$ cat config.mk
export PLATFORM = sky130hd
export DESIGN_NAME = uart_link_prober
export DESIGN_NICKNAME = d
export VERILOG_FILES = /design/src/rtl/link_probe_pkg.sv /design/src/rtl/probe_seq_fsm.sv /design/src/rtl/uart_rx.sv /design/src/rtl/uart_tx.sv /design/src/rtl/uart_link_prober.sv
export SDC_FILE = /design/constraint.sdc
export NUM_CORES = 1
export LEC_CHECK = 0
export ABC_AREA = 1
export CAP_MARGIN = 5
export CORE_MARGIN = 4
export CORE_UTILIZATION = 40
export CTS_BUF_LIST = sky130_fd_sc_hd__clkbuf_4 sky130_fd_sc_hd__clkbuf_8
export CTS_CLUSTER_SIZE = 12
export DETAILED_ROUTE_END_ITERATION = 10
export PLACE_DENSITY_LB_ADDON = 0.15
export SYNTH_ARGS = -nofsm -noshare
export SYNTH_HDL_FRONTEND = slang
export SYNTH_SLANG_ARGS = --single-unit
export TNS_END_PERCENT = 30
$ cat constraint.sdc
create_clock -name clk -period 1.7 [get_ports clk]
set_input_delay 0.34 -clock clk [delete_from_list [all_inputs] [get_ports clk]]
set_output_delay 0.34 -clock clk [all_outputs]
set_load 0.05 [all_outputs]
$ cat src/rtl/link_probe_pkg.sv
// ----------------------------------------------------------------------------
// link_probe_pkg : shared types and constants for the UART link prober.
// Rev 1.0
// ----------------------------------------------------------------------------
`default_nettype none

package link_probe_pkg;

    localparam int PROBE_W = 8;
    localparam logic [PROBE_W-1:0] REPLY_OFFSET = 8'h01;

    typedef enum logic [2:0] {
        IDLE    = 3'd0,
        SEND    = 3'd1,
        WAIT_RX = 3'd2,
        CHECK   = 3'd3,
        GAP     = 3'd4,
        DONE    = 3'd5
    } state_t;

    function automatic logic [PROBE_W-1:0] sat_inc(input logic [PROBE_W-1:0] v);
        return (v == '1) ? v : v + 1'b1;
    endfunction

endpackage

`default_nettype wire

$ cat src/rtl/probe_seq_fsm.sv
// ----------------------------------------------------------------------------
// probe_seq_fsm : probe sequencing, reply timeout and pass/fail scoring.
// Rev 1.0
// ----------------------------------------------------------------------------
`default_nettype none

module probe_seq_fsm
    import link_probe_pkg::*;
#(
    parameter int                 TIMEOUT_CYC = 1_000_000,
    parameter logic [PROBE_W-1:0] FIRST_PROBE = 8'h00
) (
    input  logic               clk,
    input  logic               rst_n,
    input  logic               start_i,
    input  logic [PROBE_W-1:0] count_req_i,
    input  logic               tx_busy_i,
    input  logic               rx_valid_i,
    input  logic [PROBE_W-1:0] rx_data_i,
    output logic               send_o,
    output logic [PROBE_W-1:0] data_o,
    output logic               busy_o,
    output logic               done_o,
    output logic [PROBE_W-1:0] pass_cnt_o,
    output logic [PROBE_W-1:0] fail_cnt_o,
    output logic               timeout_seen_o,
    output logic [PROBE_W-1:0] last_rcvd_o
);

    localparam int TW = $clog2(TIMEOUT_CYC + 1);

    state_t             state_q, state_d;
    logic [PROBE_W-1:0] remaining_q, remaining_d;
    logic [PROBE_W-1:0] probe_q, probe_d;
    logic [TW-1:0]      timer_q, timer_d;
    logic [PROBE_W-1:0] pass_q, pass_d;
    logic [PROBE_W-1:0] fail_q, fail_d;
    logic               to_q, to_d;
    logic [PROBE_W-1:0] last_q, last_d;
    logic               vld_q1, vld_q2;
    logic               reply_evt;
    logic [PROBE_W-1:0] expected;

    // Edge-detect so a held-high valid can only ever score one reply.
    assign reply_evt = vld_q1 & ~vld_q2;
    assign expected  = probe_q + REPLY_OFFSET;

    always_ff @(posedge clk or negedge rst_n) begin
        if (!rst_n) begin
            vld_q1 <= 1'b0;
            vld_q2 <= 1'b0;
        end else begin
            vld_q1 <= rx_valid_i;
            vld_q2 <= vld_q1;
        end
    end

    always_ff @(posedge clk or negedge rst_n) begin
        if (!rst_n) begin
            state_q     <= IDLE;
            remaining_q <= '0;
            probe_q     <= '0;
            timer_q     <= '0;
            pass_q      <= '0;
            fail_q      <= '0;
            to_q        <= 1'b0;
            last_q      <= '0;
        end else begin
            state_q     <= state_d;
            remaining_q <= remaining_d;
            probe_q     <= probe_d;
            timer_q     <= timer_d;
            pass_q      <= pass_d;
            fail_q      <= fail_d;
            to_q        <= to_d;
            last_q      <= last_d;
        end
    end

    always_comb begin
        state_d     = state_q;
        remaining_d = remaining_q;
        probe_d     = probe_q;
        timer_d     = timer_q;
        pass_d      = pass_q;
        fail_d      = fail_q;
        to_d        = to_q;
        last_d      = last_q;
        send_o      = 1'b0;
        unique case (state_q)
            IDLE: begin
                if (start_i) begin
                    remaining_d = count_req_i;
                    probe_d     = FIRST_PROBE;
                    pass_d      = '0;
                    fail_d      = '0;
                    to_d        = 1'b0;
                    state_d     = (count_req_i == '0) ? DONE : SEND;
                end
            end
            SEND: begin
                send_o  = 1'b1;
                timer_d = TW'(TIMEOUT_CYC - 1);
                state_d = WAIT_RX;
            end
            WAIT_RX: begin
                // A reply arriving on the expiry cycle still wins.
                if (reply_evt) begin
                    last_d  = rx_data_i;
                    state_d = CHECK;
                end else if (timer_q == '0) begin
                    fail_d  = sat_inc(fail_q);
                    to_d    = 1'b1;
                    state_d = GAP;
                end else begin
                    timer_d = timer_q - TW'(1);
                end
            end
            CHECK: begin
                if (last_q == expected) begin
                    pass_d = sat_inc(pass_q);
                end else begin
                    fail_d = sat_inc(fail_q);
                end
                state_d = GAP;
            end
            GAP: begin
                if (!tx_busy_i) begin
                    remaining_d = remaining_q - 1'b1;
                    probe_d     = probe_q + 1'b1;
                    state_d     = (remaining_q == 8'd1) ? DONE : SEND;
                end
            end
            DONE: begin
                state_d = IDLE;
            end
            default: begin
                state_d = IDLE;
            end
        endcase
    end

    assign data_o         = probe_q;
    assign busy_o         = (state_q != IDLE) && (state_q != DONE);
    assign done_o         = (state_q == DONE);
    assign pass_cnt_o     = pass_q;
    assign fail_cnt_o     = fail_q;
    assign timeout_seen_o = to_q;
    assign last_rcvd_o    = last_q;

endmodule

`default_nettype wire

$ cat src/rtl/uart_rx.sv
// ----------------------------------------------------------------------------
// uart_rx : 8N1 byte receiver; valid_o pulses one cycle per good frame.
// Rev 1.0
// ----------------------------------------------------------------------------
`default_nettype none

module uart_rx #(
    parameter int CLKS_PER_BIT = 868
) (
    input  logic       clk,
    input  logic       rst_n,
    input  logic       rx_i,
    output logic [7:0] data_o,
    output logic       valid_o
);

    localparam int CW = $clog2(CLKS_PER_BIT);
    // Two cycles of the centre offset are already spent in the synchronizer.
    localparam int HALF = (CLKS_PER_BIT / 2 > 2) ? CLKS_PER_BIT / 2 - 2 : 0;

    logic          rx_meta_q, rx_sync_q;
    logic          busy_q, valid_q;
    logic [CW-1:0] clk_cnt_q;
    logic [3:0]    bit_cnt_q;
    logic [7:0]    shift_q, data_q;

    always_ff @(posedge clk or negedge rst_n) begin
        if (!rst_n) begin
            rx_meta_q <= 1'b1;
            rx_sync_q <= 1'b1;
        end else begin
            rx_meta_q <= rx_i;
            rx_sync_q <= rx_meta_q;
        end
    end

    always_ff @(posedge clk or negedge rst_n) begin
        if (!rst_n) begin
            busy_q    <= 1'b0;
            valid_q   <= 1'b0;
            clk_cnt_q <= '0;
            bit_cnt_q <= '0;
            shift_q   <= '0;
            data_q    <= '0;
        end else begin
            valid_q <= 1'b0;
            if (!busy_q) begin
                if (!rx_sync_q) begin
                    busy_q    <= 1'b1;
                    clk_cnt_q <= CW'(HALF);
                    bit_cnt_q <= '0;
                end
            end else if (clk_cnt_q != '0) begin
                clk_cnt_q <= clk_cnt_q - CW'(1);
            end else begin
                clk_cnt_q <= CW'(CLKS_PER_BIT - 1);
                bit_cnt_q <= bit_cnt_q + 4'd1;
                if (bit_cnt_q == 4'd0) begin
                    if (rx_sync_q) begin
                        busy_q <= 1'b0;
                    end
                end else if (bit_cnt_q <= 4'd8) begin
                    shift_q <= {rx_sync_q, shift_q[7:1]};
                end else begin
                    busy_q <= 1'b0;
                    if (rx_sync_q) begin
                        data_q  <= shift_q;
                        valid_q <= 1'b1;
                    end
                end
            end
        end
    end

    assign data_o  = data_q;
    assign valid_o = valid_q;

endmodule

`default_nettype wire

$ cat src/rtl/uart_tx.sv
// ----------------------------------------------------------------------------
// uart_tx : 8N1 byte transmitter, line idles high.
// Rev 1.0
// ----------------------------------------------------------------------------
`default_nettype none

module uart_tx #(
    parameter int CLKS_PER_BIT = 868
) (
    input  logic       clk,
    input  logic       rst_n,
    input  logic       send_i,
    input  logic [7:0] data_i,
    output logic       tx_o,
    output logic       busy_o
);

    localparam int CW = $clog2(CLKS_PER_BIT);

    logic [9:0]    shift_q;
    logic [3:0]    bit_cnt_q;
    logic [CW-1:0] clk_cnt_q;
    logic          busy_q;

    always_ff @(posedge clk or negedge rst_n) begin
        if (!rst_n) begin
            shift_q   <= '1;
            bit_cnt_q <= '0;
            clk_cnt_q <= '0;
            busy_q    <= 1'b0;
        end else if (!busy_q) begin
            if (send_i) begin
                shift_q   <= {1'b1, data_i, 1'b0};
                bit_cnt_q <= '0;
                clk_cnt_q <= '0;
                busy_q    <= 1'b1;
            end
        end else if (clk_cnt_q == CW'(CLKS_PER_BIT - 1)) begin
            clk_cnt_q <= '0;
            shift_q   <= {1'b1, shift_q[9:1]};
            if (bit_cnt_q == 4'd9) begin
                busy_q <= 1'b0;
            end else begin
                bit_cnt_q <= bit_cnt_q + 4'd1;
            end
        end else begin
            clk_cnt_q <= clk_cnt_q + CW'(1);
        end
    end

    assign tx_o   = shift_q[0];
    assign busy_o = busy_q;

endmodule

`default_nettype wire

$ cat src/rtl/uart_link_prober.sv
// ----------------------------------------------------------------------------
// uart_link_prober : sends probe bytes, expects probe+1 echoes, counts results.
// Rev 1.0
// ----------------------------------------------------------------------------
`default_nettype none

module uart_link_prober
    import link_probe_pkg::*;
#(
    parameter int                 TIMEOUT_CYC  = 1_000_000,
    parameter logic [PROBE_W-1:0] FIRST_PROBE  = 8'h00,
    parameter int                 CLKS_PER_BIT = 868
) (
    input  logic               clk,
    input  logic               rst_n,
    input  logic               start,
    input  logic [PROBE_W-1:0] count_req,
    input  logic               rx,
    output logic               tx,
    output logic               busy,
    output logic               done,
    output logic [PROBE_W-1:0] pass_cnt,
    output logic [PROBE_W-1:0] fail_cnt,
    output logic               timeout_seen,
    output logic [PROBE_W-1:0] last_rcvd
);

    logic               w_send;
    logic [PROBE_W-1:0] w_tx_data;
    logic               w_tx_busy;
    logic               w_rx_valid;
    logic [PROBE_W-1:0] w_rx_data;

    uart_tx #(
        .CLKS_PER_BIT(CLKS_PER_BIT)
    ) u_tx (
        .clk    (clk),
        .rst_n  (rst_n),
        .send_i (w_send),
        .data_i (w_tx_data),
        .tx_o   (tx),
        .busy_o (w_tx_busy)
    );

    uart_rx #(
        .CLKS_PER_BIT(CLKS_PER_BIT)
    ) u_rx (
        .clk     (clk),
        .rst_n   (rst_n),
        .rx_i    (rx),
        .data_o  (w_rx_data),
        .valid_o (w_rx_valid)
    );

    probe_seq_fsm #(
        .TIMEOUT_CYC (TIMEOUT_CYC),
        .FIRST_PROBE (FIRST_PROBE)
    ) u_seq (
        .clk            (clk),
        .rst_n          (rst_n),
        .start_i        (start),
        .count_req_i    (count_req),
        .tx_busy_i      (w_tx_busy),
        .rx_valid_i     (w_rx_valid),
        .rx_data_i      (w_rx_data),
        .send_o         (w_send),
        .data_o         (w_tx_data),
        .busy_o         (busy),
        .done_o         (done),
        .pass_cnt_o     (pass_cnt),
        .fail_cnt_o     (fail_cnt),
        .timeout_seen_o (timeout_seen),
        .last_rcvd_o    (last_rcvd)
    );

endmodule

`default_nettype wire

==> results of run 1 <==
-- worst register-to-register path, stage by stage, from the launching register on --
cell     delay [ns]
dfrtp_1        0.41
ha_2           0.22
nand2_2        0.07
inv_2          0.08
nand3_2        0.08
nand2_2        0.10
nor2_2         0.04
nor2_1         0.09
nand2_1        0.09
nor2_4         0.20
nand3_4        0.17
nand2_8        0.13
nand2_1        0.06
nand2_1        0.05
-- flip-flops by register name (all words and copies together), names as in the netlist, 3 cells and up --
register and cells:
u_rx.bit_cnt_q 4, u_rx.clk_cnt_q 10, u_rx.data_o 8, u_rx.shift_q 8, u_seq.data_o 8, u_seq.fail_cnt_o 8
u_seq.last_rcvd_o 8, u_seq.pass_cnt_o 8, u_seq.remaining_q 8, u_seq.state_q 3, u_seq.timer_q 20, u_tx.bit_cnt_q 4
u_tx.clk_cnt_q 10, u_tx.shift_q 9
-- metrics by stage --
| step | TNS [ns] | power, mW | instance area, µm² | util [%] |
|---|---|---|---|---|
| final | -2.60 | 11.3 | 9170 | 57.1 |
| after global routing | -8.04 | 12.1 | 9170 | 57.1 |
| after CTS | -2.21 | 11.0 | 8800 | 54.8 |
| after detailed placement | -4.86 | 7.66 | 8080 | 50.3 |
| after global placement | -3.23 | 7.60 | 8080 | 50.3 |
| after floorplan | -1.46 | 6.10 | 6670 | - |
-- kinds of logic after synthesis --
logic type,Yosys count,share of synthesized area (%)
multiplexers,1,0.151
AND/OR/NAND/NOR,414,27.8
buffers and inverters,137,7.98
XOR/XNOR,24,3.16
adder cells (fa/ha/maj),13,2.45
AO/OA/AOI/OAI,135,11.5
flip-flops,124,46.9
-- power groups by stage --
stage / clock (mW) / sequential [mW] / combinational, mW
2_1_floorplan: 0 / 4.08 / 2.02
3_3_place_gp: 0 / 3.92 / 3.68
3_5_place_dp: 0 / 3.93 / 3.73
4_1_cts: 3.16 / 3.87 / 4.00
5_1_grt: 3.28 / 3.96 / 4.85
6_report: 3.08 / 3.89 / 4.38
-- area by class of cell --
cell class                      instances  area share [%]
Sequential cell                       124            34.0
Inverter                              120            5.01
Timing Repair Buffer                  169            16.7
Clock inverter                         15            2.58
Multi-Input combinational cell        588            36.2
Tap cell                              216            2.95
Clock buffer                           17            2.55
-- layout by cell type, fill, tap and decap left out, types with 7 or more instances in the layout --
| cell | instances |
|---|---|
| nor2_4 | 9 |
| nand3_1 | 71 |
| nor2_2 | 15 |
| nand4_1 | 14 |
| o21ai_1 | 38 |
| nor2_1 | 68 |
| buf_6 | 13 |
| o21ai_2 | 10 |
| xor2_1 | 19 |
| clkdlybuf4s50_1 | 10 |
| o22ai_1 | 12 |
| dfstp_2 | 11 |
| ha_1 | 7 |
| a31oi_1 | 10 |
| dfrtp_1 | 108 |
| o21ai_0 | 26 |
| nand2_2 | 20 |
| inv_2 | 18 |
| clkbuf_8 | 17 |
| inv_1 | 99 |
| buf_12 | 12 |
| nand2_1 | 176 |
| a21oi_1 | 19 |
| buf_4 | 131 |
-- timing repair --
| action | in CTS | in global routing |
|---|---|---|
| endpoints found under the hold margin | 53 | 0 |
| cloned | 2 | 2 |
| endpoints found under the setup margin | 68 | 97 |
| resized for setup | 33 | 76 |
| buffers inserted | 16 | 9 |
| hold buffers | 1 | 0 |
| pin swaps | 18 | 19 |
-- per-layer routing --
metal	track usage [%]	vias to the layer above
li1	-	3145
met1	24.9	2906
met2	31.0	103
met3	4.34	13
met4	4.43	0
met5	0	-
-- worst max path at each step --
stage	start	to	slack, ns	cells after the start
after floorplan	u_seq.pass_cnt_o[0]$_DFFE_PN0P_	u_seq.pass_cnt_o[0]$_DFFE_PN0P_	-0.08	12
after global placement	u_seq.data_o[0]$_DFFE_PN0P_	u_seq.pass_cnt_o[1]$_DFFE_PN0P_	-0.11	9
after detailed placement	u_seq.data_o[0]$_DFFE_PN0P_	u_seq.pass_cnt_o[1]$_DFFE_PN0P_	-0.16	13
after CTS	u_seq.data_o[1]$_DFFE_PN0P_	u_seq.pass_cnt_o[1]$_DFFE_PN0P_	-0.15	13
after global routing	u_seq.data_o[1]$_DFFE_PN0P_	u_seq.pass_cnt_o[4]$_DFFE_PN0P_	-0.30	13
final	u_seq.data_o[1]$_DFFE_PN0P_	u_seq.pass_cnt_o[2]$_DFFE_PN0P_	-0.16	13
==> results.py, run 1 <==
metrics = {
    "clocking": {
        "tritoncts_num_sinks": 124,
        "worstSkewPairLatency_ns": 0.44,
        "clk_transition_reported_paths_ns": 0.08,
        "htree_num_levels": 4,
        "cts_tree": "yes",
        "deepest_clock_path_buffer_count": 2,
        "cts_buffers": 17,
        "clock_root_cell": "clkbuf_8",
    },
    "power": {
        "power.share.combinational_pct": 38.6,
        "seq_power_share_pct": 34.3,
        "switching_share_pct": 36.1,
        "power_internal_mw": 7.25,
        "max-vdd-ir-drop_mv": 0.754,
        "power.density_cell_area_nw_per_um2": 1240,
        "net-switching-power_mw": 4.10,
        "clock_power_share_pct": 27.1,
        "p_leak_nw": 4.29,
    },
    "global_routing": {
        "gr-usage-all-layers_pct": 18.7,
        "overflow": 0,
        "first_pass_grt_wire_length_um": 28100,
        "number_of_antenna_violations_at_the_first_check_in_global_routing": 0,
        "grt_start_max_net_pins": 71,
        "grt_pass1_vias": 6023,
    },
    "detailed_routing": {
        "antenna_violating_nets_post_route": 0,
        "vias": 6167,
        "route.detailed.vias_per_inst": 4.94,
        "met3_wirelength_um": 612,
        "wirelength_met1_um": 8020,
        "avgRoutedWirePerCell_um": 13.5,
        "drt_pre_antenna_iters": 5,
        "drt-initial-drc-count": 335,
        "met2RoutedLength_um": 8040,
        "drc": 0,
        "top_signal_layer_used": "met4",
        "route.final.wire_length_um": 16800,
    },
    "run_status": {
        "status": "complete, but fails checks",
        "failed_checks": "setup timing",
    },
    "timing": {
        "maxClockFrequency_ghz": 0.538,
        "timing.hold.ws_ns": 0.267,
        "final_min_period_over_clock_period_pct": 109,
        "finalHoldViolations": 0,
        "slew_at_the_pin_closest_to_its_max_slew_limit_ns": 0.406,
        "final.min_clock_period_ns": 1.86,
        "finClkSkew_ns": 0.0129,
        "worst_slack_ns": -0.159,
        "slew_viol_final": 0,
        "setup_violations": 19,
        "grt_setup_unrepaired": "yes",
        "slew_headroom_pct": 73.0,
    },
    "critical_path": {
        "worst_setup_path_end_kind": "flip-flop",
        "depth_of_the_worst_register_to_register_path": 13,
        "worst-setup-path-type": "reg -> reg",
        "crit_family": "simple AND/OR/NAND/NOR gates",
        "cp.arrival_ns": 2.24,
        "cp_cell_sequence": "ha_2, nand2_2, inv_2, nand3_2, nand2_2, nor2_2, nor2_1, nand2_1, nor2_4, nand3_4, nand2_8, nand2_1, nand2_1",
        "crit_path_frequent_cell": "nand2_1",
        "critPathBufInv": 1,
        "reg2reg_slack_ns": -0.16,
        "worstPathMaxFanout": 8,
        "rr_startpoint": "u_seq.data_o[1]$_DFFE_PN0P_",
        "cp_data_required_time_ns": 2.08,
        "max_stage_delay_ns": 0.41,
        "critical_path.reg2reg.endpoint": "u_seq.pass_cnt_o[2]$_DFFE_PN0P_",
        "worst_setup_start_kind": "flip-flop",
        "worst_path_max_delay_cell": "dfrtp_1",
    },
    "place": {
        "place_hpwl_um": 11500,
        "place_congestion": 0.795,
        "pre_cts_ws_ns": -0.157,
        "placed_cell_count": 1189,
        "buffer_ports.inserted": 39,
    },
    "layout": {
        "layout.area.seq_um2": 3120,
        "area_delta_synth_final_pct": 38.0,
        "multi_input_comb_area_um2": 3320,
        "number_of_fill_cells_in_the_layout": 1433,
        "antennaDiodeCount": 0,
        "post_layout_nonfiller_instances": 1249,
        "finish.net_count": 1045,
        "layout-drive-gt1-share_pct": 30.3,
    },
    "logic_synthesis": {
        "area_of_the_mapped_netlist_um2": 6650,
        "synth.most_common_cell": "nand2_1",
        "ys_seq_area_share_pct": 46.9,
        "post_synth_inst_count": 848,
        "ys_ff_latch": 124,
        "synth_common_cells": "nand2_1 (194), dfrtp_1 (113), inv_1 (109), nor2_1 (87), nand3_1 (76)",
        "postSynth.topFlopCell": "dfrtp_1",
        "synth.net_count": 873,
        "post_synth_edffs": 0,
        "synthArstFlopShare_pct": 100,
        "syn-mean-instance-area_um2": 7.84,
        "synth.top_cells.by_area": "dfrtp_1 (43%), nand2_1 (11%), inv_1 (6.2%)",
        "synth_largest_type_area_fraction_pct": 42.6,
        "netlist-cell-type-count": 42,
        "ys.warnings.count": 0,
        "synth_largest_area_cell": "dfrtp_1",
    },
    "die": {
        "fp.coreArea_um2": 16100,
        "initial_utilization_pct": 41.4,
        "die-width_um": 137,
        "die_y_um": 137,
        "io_pins": 40,
        "floorplan.die_area_um2": 18700,
        "number_of_rows_created_at_floorplan": 46,
    },
    "flow_run": {
        "drv_cap": 0,
    },
    "min_path": {
        "worst_hold_path_type": "in -> async",
    },
}
Note: power is estimated with default switching activity, not from simulation.
==> run 2: changes to the inputs <==
- CELL_PAD_IN_SITES_DETAIL_PLACEMENT: default -> 1
- CELL_PAD_IN_SITES_GLOBAL_PLACEMENT: default -> 1
- CORE_UTILIZATION: 40 -> 42
==> results.py, run 2 (same netlist as run 1, synthesis figures left out) <==
metrics = {
    "run_status": {
        "status": "complete, but fails checks",
        "failed_checks": "setup timing",
    },
    "detailed_routing": {
        "avgRoutedWirePerCell_um": 18.6,
        "antenna_violating_nets_post_route": 0,
        "route.final.wire_length_um": 23200,
        "vias": 6621,
        "drt_pre_antenna_iters": 4,
        "drc": 0,
        "route.detailed.vias_per_inst": 5.33,
        "drt-initial-drc-count": 252,
    },
    "layout": {
        "fin_area_um2": 9340,
        "finish.net_count": 1043,
        "max_flop_register": "u_seq.timer_q",
        "mostFrequentLayoutCells": "nand2_1 (161), buf_4 (125), dfrtp_1 (103), inv_1 (99)",
        "layout-drive-gt1-share_pct": 33.9,
        "number_of_flip_flops_in_the_largest_register": 20,
        "area_delta_synth_final_pct": 40.6,
        "layout_top_registers": "u_seq.timer_q x20, u_rx.clk_cnt_q x10, u_tx.clk_cnt_q x10",
        "final_common_cell": "nand2_1",
    },
    "timing": {
        "grt_setup_unrepaired": "yes",
        "slew_headroom_pct": 69.1,
        "timing.hold.ws_ns": 0.281,
        "worst_slack_ns": -0.272,
        "finalSetupTns_ns": -5.94,
        "slew_at_the_pin_closest_to_its_max_slew_limit_ns": 0.464,
        "maxClockFrequency_ghz": 0.507,
        "slew_viol_final": 0,
        "finalHoldViolations": 0,
        "final_min_period_over_clock_period_pct": 116,
        "setup_violations": 57,
        "finClkSkew_ns": 0.0185,
        "final.min_clock_period_ns": 1.97,
    },
    "critical_path": {
        "cp_data_required_time_ns": 2.09,
        "reg2reg_slack_ns": -0.27,
        "worstPathMaxFanout": 8,
        "worst_setup_start_kind": "flip-flop",
        "cp-startpoint": "u_seq.state_q[2]$_DFFE_PN0P_",
        "worst_setup_path_end_kind": "flip-flop",
        "cp.arrival_ns": 2.36,
        "worst-setup-path-type": "reg -> reg",
        "rr_startpoint": "u_seq.state_q[2]$_DFFE_PN0P_",
        "depth_of_the_worst_register_to_register_path": 11,
        "critical_path.reg2reg.endpoint": "u_seq.pass_cnt_o[0]$_DFFE_PN0P_",
    },
    "min_path": {
        "beginning_of_the_worst_hold_path": "rx",
        "hold_depth": 1,
        "worst_hold_path_type": "in -> reg",
        "whs_endpoint": "u_rx.rx_meta_q$_DFF_PN1_",
    },
    "place": {
        "place_hpwl_um": 14700,
        "placed_area_um2": 8070,
        "place_congestion": 0.878,
        "buffer_ports.inserted": 39,
    },
    "clocking": {
        "htree_num_levels": 4,
        "clock_root_cell": "clkbuf_8",
        "cts_tree": "yes",
        "worstSkewPairLatency_ns": 0.46,
        "clk_transition_reported_paths_ns": 0.09,
        "cts_buffers": 17,
        "deepest_clock_path_buffer_count": 2,
        "tritoncts_num_sinks": 124,
    },
    "power": {
        "max-vdd-ir-drop_mv": 0.768,
        "power.density_cell_area_nw_per_um2": 1280,
        "total_power_mw": 11.9,
        "p_leak_nw": 4.30,
    },
    "global_routing": {
        "first_pass_grt_wire_length_um": 33700,
        "grt_start_max_net_pins": 41,
        "gr-usage-all-layers_pct": 23.1,
        "grt_pass1_vias": 7026,
        "overflow": 0,
        "number_of_antenna_violations_at_the_first_check_in_global_routing": 1,
    },
    "die": {
        "fp.coreArea_um2": 15400,
        "die-width_um": 134,
        "io_pins": 40,
        "number_of_rows_created_at_floorplan": 45,
        "die_y_um": 134,
        "initial_utilization_pct": 43.2,
        "floorplan.die_area_um2": 17900,
    },
    "flow_run": {
        "drv_cap": 0,
    },
}
-- run 2: cell count changes in the layout (fill, tap and decap cells not counted), moves of 5 or more --
cell	before	now
o21ai_1	38	32
nand2_4	6	11
dfrtp_1	108	103
nand2_1	176	161
nand3_1	71	65
buf_4	131	125
o21ai_2	10	15
nand3_2	4	10
dfrtp_2	5	10
nand2_2	20	29
-- run 2: cell type report --
class	instances	area [µm²]
Clock inverter	13	131
Tap cell	211	264
Timing Repair Buffer	166	1550
Sequential cell	124	3130
Clock buffer	19	262
Inverter	120	475
Antenna cell	1	2.50
Multi-Input combinational cell	589	3530
Fill cell	1811	6030
-- run 2: routing by layer --
| metal | GRT usage (%) | up-vias | share of wire, % |
|---|---|---|---|
| met3 | 5.18 | 40 | 2.2 |
| li1 | - | 3122 | - |
| met4 | 6.51 | 0 | 2.4 |
| met2 | 43.2 | 98 | 55 |
| met5 | 0 | - | 0 |
| met1 | 26.4 | 3361 | 41 |
-- run 2: worst max-delay path: stages, from the launching register on --
cell,delay [ns]
dfrtp_1,0.44
buf_6,0.15
buf_6,0.11
nor2_4,0.11
nand2_4,0.08
nor3_4,0.19
nand3_2,0.11
nor2_4,0.26
nand3_4,0.18
nand2_8,0.14
nand2_2,0.06
nand2_1,0.06
-- run 2: power breakdown --
part	switching [mW]	total, mW	internal (mW)
Sequential	0.416	3.95	3.53
Combinational	3.05	5.33	2.28
Clock	1.38	2.65	1.27
-- run 2: how the worst max path moves through the flow --
| stage | endpoint | slack (ns) |
|---|---|---|
| after floorplan | u_seq.pass_cnt_o[0]$_DFFE_PN0P_ | -0.08 |
| after global placement | u_seq.fail_cnt_o[3]$_DFFE_PN0P_ | -0.07 |
| after detailed placement | u_seq.fail_cnt_o[6]$_DFFE_PN0P_ | -0.22 |
| after CTS | done | -0.16 |
| after global routing | u_seq.fail_cnt_o[6]$_DFFE_PN0P_ | -0.38 |
| final | u_seq.pass_cnt_o[0]$_DFFE_PN0P_ | -0.27 |
-- run 2: timing repair --
action	CTS	global route
setup buffers	9	11
endpoints found under the setup margin	66	95
gates resized for setup	58	115
pin swaps	16	29
hold buffers	1	0
gates cloned	2	5
hold endpoints to repair	19	0
-- run 2: metrics by stage --
| step | setup slack [ns] | utilization (%) | cells |
|---|---|---|---|
| 5_1_grt | -0.376 | 60.8 | 1243 |
| 4_1_cts | -0.165 | 56.8 | 1226 |
| 3_3_place_gp | -0.0736 | 52.5 | 1182 |
| 2_1_floorplan | -0.0831 | - | 848 |
| 6_report | -0.272 | 60.8 | 1243 |
| 3_5_place_dp | -0.220 | 52.5 | 1182 |
==> run 3: changes to the inputs <==
- CORE_MARGIN: 4 -> default
==> results.py, run 3 (same netlist as run 1, synthesis figures left out) <==
metrics = {
    "run_status": {
        "failed_checks": "setup timing",
        "status": "complete, but fails checks",
    },
    "detailed_routing": {
        "antenna_violating_nets_post_route": 0,
        "drt-initial-drc-count": 398,
        "avgRoutedWirePerCell_um": 19.7,
        "vias": 6899,
        "drc": 0,
        "drt_pre_antenna_iters": 5,
        "route.detailed.vias_per_inst": 5.49,
        "route.final.wire_length_um": 24700,
    },
    "critical_path": {
        "cp.arrival_ns": 2.45,
        "worstPathMaxFanout": 8,
        "rr_startpoint": "u_seq.data_o[1]$_DFFE_PN0P_",
        "worst_setup_start_kind": "flip-flop",
        "crit_path_end": "u_seq.pass_cnt_o[6]$_DFFE_PN0P_",
        "cp-startpoint": "u_seq.data_o[1]$_DFFE_PN0P_",
        "depth_of_the_worst_register_to_register_path": 11,
        "worst-setup-path-type": "reg -> reg",
        "reg2reg_slack_ns": -0.33,
        "critical_path.reg2reg.endpoint": "u_seq.pass_cnt_o[6]$_DFFE_PN0P_",
        "worst_setup_path_end_kind": "flip-flop",
        "cp_data_required_time_ns": 2.12,
    },
    "die": {
        "io_pins": 40,
        "initial_utilization_pct": 43.4,
        "floorplan.die_area_um2": 16300,
        "die_y_um": 128,
        "die-width_um": 128,
        "fp.coreArea_um2": 15300,
        "number_of_rows_created_at_floorplan": 45,
    },
    "place": {
        "place_congestion": 0.842,
        "buffer_ports.inserted": 39,
        "place_hpwl_um": 14600,
        "placed_area_um2": 8010,
    },
    "timing": {
        "slew_viol_final": 0,
        "final_min_period_over_clock_period_pct": 120,
        "slew_headroom_pct": 68.3,
        "finClkSkew_ns": 0.0240,
        "worst_slack_ns": -0.334,
        "setup_violations": 57,
        "finalHoldViolations": 0,
        "final.min_clock_period_ns": 2.03,
        "maxClockFrequency_ghz": 0.492,
        "slew_at_the_pin_closest_to_its_max_slew_limit_ns": 0.475,
        "grt_setup_unrepaired": "yes",
    },
    "layout": {
        "layout-drive-gt1-share_pct": 35.5,
        "number_of_flip_flops_in_the_largest_register": 20,
        "layout_top_registers": "u_seq.timer_q x20, u_rx.clk_cnt_q x10, u_tx.clk_cnt_q x10",
        "mostFrequentLayoutCells": "nand2_1 (153), buf_4 (135), dfrtp_1 (103), inv_1 (97), nand3_1 (64)",
        "final_common_cell": "nand2_1",
        "finish.net_count": 1057,
        "area_delta_synth_final_pct": 41.8,
        "fin_area_um2": 9420,
        "max_flop_register": "u_seq.timer_q",
    },
    "flow_run": {
        "drv_cap": 0,
    },
    "clocking": {
        "cts_tree": "yes",
        "clk_transition_reported_paths_ns": 0.09,
        "cts_buffers": 17,
        "clock_root_cell": "clkbuf_8",
        "tritoncts_num_sinks": 124,
        "deepest_clock_path_buffer_count": 2,
        "htree_num_levels": 4,
        "worstSkewPairLatency_ns": 0.47,
    },
    "global_routing": {
        "grt_pass1_vias": 7415,
        "number_of_antenna_violations_at_the_first_check_in_global_routing": 1,
        "grt_start_max_net_pins": 34,
        "gr-usage-all-layers_pct": 29.9,
        "first_pass_grt_wire_length_um": 37500,
        "overflow": 0,
    },
    "power": {
        "max-vdd-ir-drop_mv": 0.937,
        "p_leak_nw": 4.39,
        "power.density_cell_area_nw_per_um2": 1250,
        "total_power_mw": 11.8,
    },
    "min_path": {
        "worst_hold_path_type": "in -> reg",
    },
}
==> run 3: cell count changes in the layout (fill, tap and decap cells not counted), sizes merged <==
cell      delta
clkinvlp     +3
inv          -6
clkinv       -1
buf         +17
bufinv       +1
==> run 3: cell type report <==
cell class	instances	area (µm²)
Clock buffer	22	278
Inverter	120	468
Sequential cell	124	3130
Clock inverter	10	120
Fill cell	1839	5890
Multi-Input combinational cell	589	3520
Timing Repair Buffer	180	1640
Antenna cell	1	2.50
Tap cell	211	264
==> run 3: critical path: stages (launching register included) <==
cell     delay, ns
dfrtp_2       0.42
buf_4         0.15
nand3_2       0.13
nor2_2        0.18
nand2_1       0.14
nand3_2       0.12
nand3_2       0.10
nor2_4        0.26
nand3_4       0.18
nand2_8       0.15
nand2_2       0.07
nand2_1       0.08
==> run 3: timing repair <==
action / 4_1_cts / 5_1_grt
gates resized for setup: 101 / 80
setup endpoints to repair: 79 / 101
cloned: 6 / 0
hold buffers: 1 / 0
setup buffers: 33 / 6
endpoints found under the hold margin: 19 / 0
pin swaps: 34 / 37
==> run 3: worst min-delay path by stage <==
| stage | start | to | cells after the start |
|---|---|---|---|
| after floorplan | rst_n | u_rx.bit_cnt_q[0]$_DFFE_PN0P_ | 0 |
| after global placement | rst_n | u_seq.timer_q[18]$_DFFE_PN0P_ | 1 |
| after detailed placement | rst_n | u_seq.timer_q[17]$_DFFE_PN0P_ | 1 |
| after CTS | rx | u_rx.rx_meta_q$_DFF_PN1_ | 1 |
| after global routing | rx | u_rx.rx_meta_q$_DFF_PN1_ | 1 |
| final | rx | u_rx.rx_meta_q$_DFF_PN1_ | 1 |
==> run 3: metal layers <==
layer	track usage (%)	up-vias	share of wire (%)
met5	0	-	0
met4	12.3	0	4.0
met3	6.05	73	3.7
met2	54.5	165	53
met1	34.0	3519	39
li1	-	3142	-
==> run 3: power by group <==
| group | total (mW) | internal (mW) | switching (mW) |
|---|---|---|---|
| Sequential | 3.94 | 3.53 | 0.406 |
| Combinational | 5.10 | 2.16 | 2.94 |
| Clock | 2.74 | 1.41 | 1.33 |
| Total | 11.8 | 7.10 | 4.68 |
==> run 3: per-stage QoR <==
step	TNS (ns)	setup WS, ns	utilization [%]	cells	hold WS, ns
after floorplan	-1.46	-0.0831	-	848	0.0444
after global placement	-1.49	-0.0874	52.3	1179	0.301
after detailed placement	-6.15	-0.194	52.3	1179	0.304
after CTS	-3.70	-0.169	59.5	1251	0.268
after global routing	-13.21	-0.386	61.5	1257	0.270
final	-8.20	-0.334	61.5	1257	0.279
